**src/rtl/wb_stage.sv**
```systemverilog
// Writeback stage: holds one instruction from the memory stage for a single
// cycle, retires it into the register file, and maintains the retirement
// counters. A small RUN/HALTED controller lets a debugger stop retirement.
module wb_stage (
    input  logic        clk,
    input  logic        rst_n,
    input  logic [69:0] mem_wb_bus_in,
    input  logic        ms_to_ws_valid,
    output logic        ws_allowin,
    input  logic        halt_req,
    input  logic        resume_req,
    output logic        halted,
    output logic        rf_we,
    output logic [4:0]  rf_waddr,
    output logic [31:0] rf_wdata,
    output logic [31:0] debug_wb_pc,
    output logic [31:0] last_retired_pc,
    output logic [63:0] instret,
    output logic [63:0] cycle
);

    typedef enum logic [0:0] {
        ST_RUN    = 1'b0,
        ST_HALTED = 1'b1
    } state_t;

    state_t      state_r;
    logic        halted_r;
    logic        ws_valid_r;
    logic [69:0] bus_r;
    logic [31:0] last_pc_r;
    logic [63:0] instret_r;
    logic [63:0] cycle_r;

    logic [4:0]  rd_s;
    logic        rd_wen_s;
    logic [31:0] wb_data_s;
    logic [31:0] pc_s;

    assign rd_s      = bus_r[69:65];
    assign rd_wen_s  = bus_r[64];
    assign wb_data_s = bus_r[63:32];
    assign pc_s      = bus_r[31:0];

    // The stage only accepts new work while retirement is running.
    assign ws_allowin = (state_r == ST_RUN);

    // Debug run/halt controller; each state listens to only one request.
    always_ff @(posedge clk) begin
        if (!rst_n) begin
            state_r  <= ST_RUN;
            halted_r <= 1'b0;
        end else begin
            case (state_r)
                ST_RUN: begin
                    if (halt_req) begin
                        state_r  <= ST_HALTED;
                        halted_r <= 1'b1;
                    end else begin
                        state_r  <= ST_RUN;
                        halted_r <= 1'b0;
                    end
                end
                ST_HALTED: begin
                    if (resume_req) begin
                        state_r  <= ST_RUN;
                        halted_r <= 1'b0;
                    end else begin
                        state_r  <= ST_HALTED;
                        halted_r <= 1'b1;
                    end
                end
                default: begin
                    state_r  <= ST_RUN;
                    halted_r <= 1'b0;
                end
            endcase
        end
    end

    // Stage register: capture a valid instruction when allowed, otherwise drain.
    always_ff @(posedge clk) begin
        if (!rst_n) begin
            ws_valid_r <= 1'b0;
            bus_r      <= 70'd0;
        end else if (ws_allowin) begin
            ws_valid_r <= ms_to_ws_valid;
            if (ms_to_ws_valid) begin
                bus_r <= mem_wb_bus_in;
            end else begin
                bus_r <= bus_r;
            end
        end else begin
            ws_valid_r <= 1'b0;
            bus_r      <= bus_r;
        end
    end

    // Retirement bookkeeping: every valid cycle in the stage is a retire cycle.
    always_ff @(posedge clk) begin
        if (!rst_n) begin
            last_pc_r <= 32'd0;
            instret_r <= 64'd0;
        end else if (ws_valid_r) begin
            last_pc_r <= pc_s;
            instret_r <= instret_r + 64'd1;
        end else begin
            last_pc_r <= last_pc_r;
            instret_r <= instret_r;
        end
    end

    // Free-running cycle counter, counts in both RUN and HALTED.
    always_ff @(posedge clk) begin
        if (!rst_n) begin
            cycle_r <= 64'd0;
        end else begin
            cycle_r <= cycle_r + 64'd1;
        end
    end

    // Outputs are decoded purely from registered state; x0 is never written.
    assign rf_we           = ws_valid_r & rd_wen_s & (rd_s != 5'd0);
    assign rf_waddr        = rd_s;
    assign rf_wdata        = wb_data_s;
    assign debug_wb_pc     = ws_valid_r ? pc_s : 32'd0;
    assign halted          = halted_r;
    assign last_retired_pc = last_pc_r;
    assign instret         = instret_r;
    assign cycle           = cycle_r;

endmodule

```
**config.mk**
```make
export PLATFORM = sky130hd
export DESIGN_NAME = wb_stage
export DESIGN_NICKNAME = d
export VERILOG_FILES = /design/src/rtl/wb_stage.sv
export SDC_FILE = /design/constraint.sdc
export NUM_CORES = 1
export LEC_CHECK = 0
export CAP_MARGIN = 20
export CORE_MARGIN = 5
export CORE_UTILIZATION = 35
export DETAILED_ROUTE_END_ITERATION = 10
export GPL_ROUTABILITY_DRIVEN = 0
export GPL_TIMING_DRIVEN = 0
export HOLD_SLACK_MARGIN = 0.08
export PLACE_DENSITY = 0.72
export SLEW_MARGIN = 20
export SYNTH_ARGS = -nofsm -noshare
export SYNTH_HDL_FRONTEND = slang
export SYNTH_SLANG_ARGS = --single-unit
export TNS_END_PERCENT = 30
```
**constraint.sdc**
```tcl
create_clock -name clk -period 3.6 [get_ports clk]
set_clock_uncertainty 0.2 [all_clocks]
set_input_delay 0.72 -clock clk [delete_from_list [all_inputs] [get_ports clk]]
set_output_delay 0.72 -clock clk [all_outputs]
set_load 0.03 [all_outputs]
```
# After elaboration in Yosys (flattened, before gate mapping)
# Index checks and enable logic that the tools add are counted.
classes:
  n_lt_le_gt_ge: 0
  add_sub_neg: 2
  mux: 4
  multipliers: 0
  eq_ne: 0
  n_div: 0
  bitwise: 4
  shift: 0
  reduce_logical: 3
op_table:
  columns: ["cell", "n"]
  rows:
  - ["$add A64 B1 Y64 const B", 2]
  - ["$mux W32", 1]
  - ["$reduce_bool A5 Y1", 1]
  - ["$and A1 B1 Y1", 2]
  - ["$mux W1", 2]
  - ["$not A1 Y1", 2]
  - ["$pmux W1 S2", 1]
  - ["$reduce_and A2 Y1", 1]
  - ["$reduce_or A2 Y1", 1]
totals:
  in_bits: 75
  ramBits: 0
  wordCells: 19
  out_inout_bits: 232
  latch_bits: 0
  ff_bits: 232
  mem_count: 0
  mem_bits_ro: 0

# Longest topological paths before layout
depth:
  word_depth: 2
  ltp_mapped: 9
  ltp_nobuf: 6

# Worst setup path after synthesis
# No wires, ideal clock.
synth_timing:
  path_type: "register to register"
  startpoint: "reg cycle_r[0] (netlist: cycle[0])"
  endpoint: "reg cycle_r[46] (netlist: cycle[46])"
  t_arrival_ps: 2315
  stages_incl_launch_ff: 10
  synth_period_minus_slack_ps: 2648
  n_path_buf: 3
  slack_ps: 952
  cell_sequence: "dfxtp_1 > ha_1 > and3_1 > buf_2 > nand3_4 > or4b_4 > buf_6 > clkbuf_1 > o21ai_0 > a21oi_1"
synth_between:
  elab_chain_len: 1
synth_rtl:
  columns: ["element", "line_no", "text"]
  rows:
  - ["start: declaration", "33", "logic [63:0] cycle_r;"]
  - ["start signal: assignment", "118", "cycle_r <= cycle_r + 64'd1;"]
  - ["$add A64 B1 Y64", "118", null]
# No other way between the ends.
# A chain may end at the register's enable or synchronous reset.

# Final worst setup path
layout_timing:
  startpoint: "reg ws_valid_r"
  endpoint: "out debug_wb_pc[27]"
layout_between:
  elab_chain_len: 1
layout_rtl:
  columns: ["element", "line_no", "text"]
  rows:
  - ["start: declaration", "29", "logic ws_valid_r;"]
  - ["start signal: assignment", "87", "ws_valid_r <= ms_to_ws_valid;"]
  - ["$mux W32", "126", "assign debug_wb_pc = ws_valid_r ? pc_s : 32'd0;"]
  - ["end: declaration", "16", "output logic [31:0] debug_wb_pc,"]
# No other way between the ends.

==> results by group <==
Logic synthesis
  • Mapped Cells: 1,208
  • YS warnings: 0
  • Synth top area share: 0.472
  • Synthesized flop and latch total: 232
  • Number of flops mapped to enable cells by yosys: 0
  • Synth Cell Area: 9830 µm²
  • Yosys cell types: 39
  • Avg Inst Size Synth: 8.14 µm²
  • Async SR Flop Fraction: 0
  • Sequential fraction of the synthesis area: 0.472
  • Syn_nets: 1,285
  • Largest cells by area after synthesis: dfxtp_1 (47%), a21oi_1 (8.3%), nand2_1 (7.1%)
  • Cell taking the most area after synthesis: dfxtp_1
  • Most frequent cell after synthesis: dfxtp_1
  • Post-synth top flop: dfxtp_1
  • Post-synth top cells: dfxtp_1 (232), nand2_1 (187), a21oi_1 (163), nor2_1 (114), clkbuf_1 (54)

Final layout
  • Final core occ: 0.509
  • Antenna cells: 0
  • Fill cell total of the finished layout: 2,663
  • P&R area growth vs syn: 43.8%
  • Fin nets: 1,619
  • Share of layout cells above drive strength 1: 0.0597

GRT
  • Vias in the first global route: 9,448
  • Largest net degree at the start of global routing: 13
  • First-pass GRT wire length: 49,900 µm
  • Gr usage total: 0.193
  • Initial antenna violation count: 1
  • Grt ovf: 0

Power and ir drop
  • Pwr Density: 396 nW/µm²
  • Leak pwr: 4.80 nW
  • Max VDD drop: 0.370 mV

Setup path
  • Buf/Inv on CP: 3
  • CP max stage delay: 0.70 ns
  • CP required: 2.68 ns
  • Crit-path max FO: 10
  • CP Capture Type: primary output
  • Critical path's slowest cell: clkdlybuf4s50_1
  • Critical Path AT: 2.50 ns
  • Cell mode on critical path: clkbuf_2
  • Critical path's top delay family: buffers and inverters
  • CP startpoint kind: flop
  • Worst-path cell chain: clkbuf_2 -> clkbuf_2 -> and2_1 -> clkdlybuf4s50_1
  • Type of the worst setup path: reg -> out

Clock tree
  • Clock Path Buffers: 3
  • Num CTS Buffers: 26
  • CTS tree: built
  • Deepest level of the CTS H-tree: 1
  • Clock Latency Late Sink: 0.52 ns
  • Root buffer cell: clkbuf_16
  • Hold_buf cts: 0
  • CTS clk-pin slew, worst paths: 0.06 ns
  • CTS Sinks: 232

Drt
  • Wire per inst: 16.4 µm
  • Via/cell ratio: 5.05
  • Via count: 9,781
  • DRC viols: 0
  • ANT nets after route: 0
  • Routed WL: 31,700 µm
  • DRT iter0 DRCs: 413
  • Drt pass-1 iters: 5

Die
  • Chip width: 178 µm
  • Num rows: 61
  • Initial Util: 0.354
  • Die ar.: 31,500 µm²
  • Die Ht: 178 µm
  • CORE AREA: 27,800 µm²
  • Top Ports: 307

Status
  • Status: finished clean

STA
  • Final Max Slew Viols: 0
  • Slew at the pin with the worst max-slew slack: 0.999 ns
  • Fin crit share: 0.949
  • Slew margin rel.: 0.328
  • Fmax: 293 MHz
  • Fin. Hold Viols: 0
  • Unrepaired setup endpoints after global routing: false
  • Final setup vio count: 0
  • Fin crit period: 3.42 ns
  • Setup TNS: 0 ns

Hold path
  • Worst hold path type: reg -> reg

Placement
  • PortBufs: 306
  • Dpl hpwl: 24,000 µm

Job
  • Max Cap Viol: 0
==> layer usage <==
metal,up-vias,track usage,wire length [µm]
met5,-,0,0
met2,341,0.334,15100
li1,4806,-,-
met4,0,0.0371,477
met1,4597,0.231,13000
met3,37,0.0722,3140
==> stage by stage <==
step           power (mW)  area [µm²]  hold WS, ns  setup WS [ns]  std cells
6_report             5.60       14100        0.251          0.185       1935
5_1_grt              5.84       14100        0.270         0.0407       1935
4_1_cts              5.68       14100        0.252         0.0843       1935
3_5_place_dp         3.23       13400        0.244          0.150       1892
3_3_place_gp         3.23       13400        0.237          0.179       1892
2_1_floorplan        2.98        9830        0.232          0.952       1208
==> layout by cell type (no fill, tap or decap), types with 5 or more instances in the layout <==
cell             count
xnor2_1             28
buf_2                5
dfxtp_1            231
or3_1               48
nor3_1              14
nand2_1            187
a21oi_1            163
o21ai_0             47
nand3_1             52
buf_4               38
xor2_1              36
nand4_1             45
clkbuf_16           27
or4_1               14
clkdlybuf4s50_1    306
and4_1              13
nor4_1              14
inv_1               20
o31ai_1             12
and3_1              11
nor2_1             114
clkbuf_1            61
and2_1              36
==> state kept, by name, summed over array words and instances (netlist names) <==
| register | cells |
|---|---|
| ws_valid_r | 1 |
| last_retired_pc | 32 |
| bus_r | 70 |
| cycle | 64 |
| instret | 64 |
| halted | 1 |
==> tightest hold or removal path, stage by stage, from the launching register on <==
cell,delay [ns]
dfxtp_1,0.30
nand2_1,0.05
a21oi_1,0.05
==> what timing repair did <==
item	4_1_cts	5_1_grt
gates resized for setup	3	0
setup endpoints to repair	16	0
buffers inserted	0	0
==> where the power goes <==
group	total [mW]	leakage [nW]	internal (mW)	switching, mW
Clock	2.42	0.378	1.41	1.02
Combinational	0.509	2.54	0.225	0.284
Sequential	2.66	1.88	2.63	0.0356
Total	5.60	4.80	4.26	1.34
==> worst paths after layout <==
path	cells past startpoint	end	slack, ns	from
setup / recovery	4	debug_wb_pc[27]	0.18	ws_valid_r
hold / removal	2	bus_r[9]	0.25	bus_r[9]
setup reg to reg	9	cycle[60]	0.74	cycle[1]
hold reg to reg	2	bus_r[9]	0.25	bus_r[9]
==> cell type report <==
type                            instances  area, µm²  area share
Buffer                                 99        531      0.0375
Timing Repair Buffer                  306       3060       0.217
Sequential cell                       232       4650       0.328
Inverter                               20       75.1     0.00531
Clock buffer                           38        737      0.0521
Multi-Input combinational cell        857       4590       0.325
Tap cell                              378        473      0.0334
Clock inverter                          5       28.8     0.00203
==> kinds of logic after synthesis <==
| logic type | share of synthesized area |
|---|---|
| AOI/OAI and AO/OA | 0.118 |
| muxes | 0.00204 |
| and+or+nand+nor | 0.287 |
| buffers and inverters | 0.0613 |
| DFF | 0.472 |
| xor gates and xnor gates | 0.0570 |
| adders and majority gates | 0.00254 |
(Power assumes the default switching activity.)
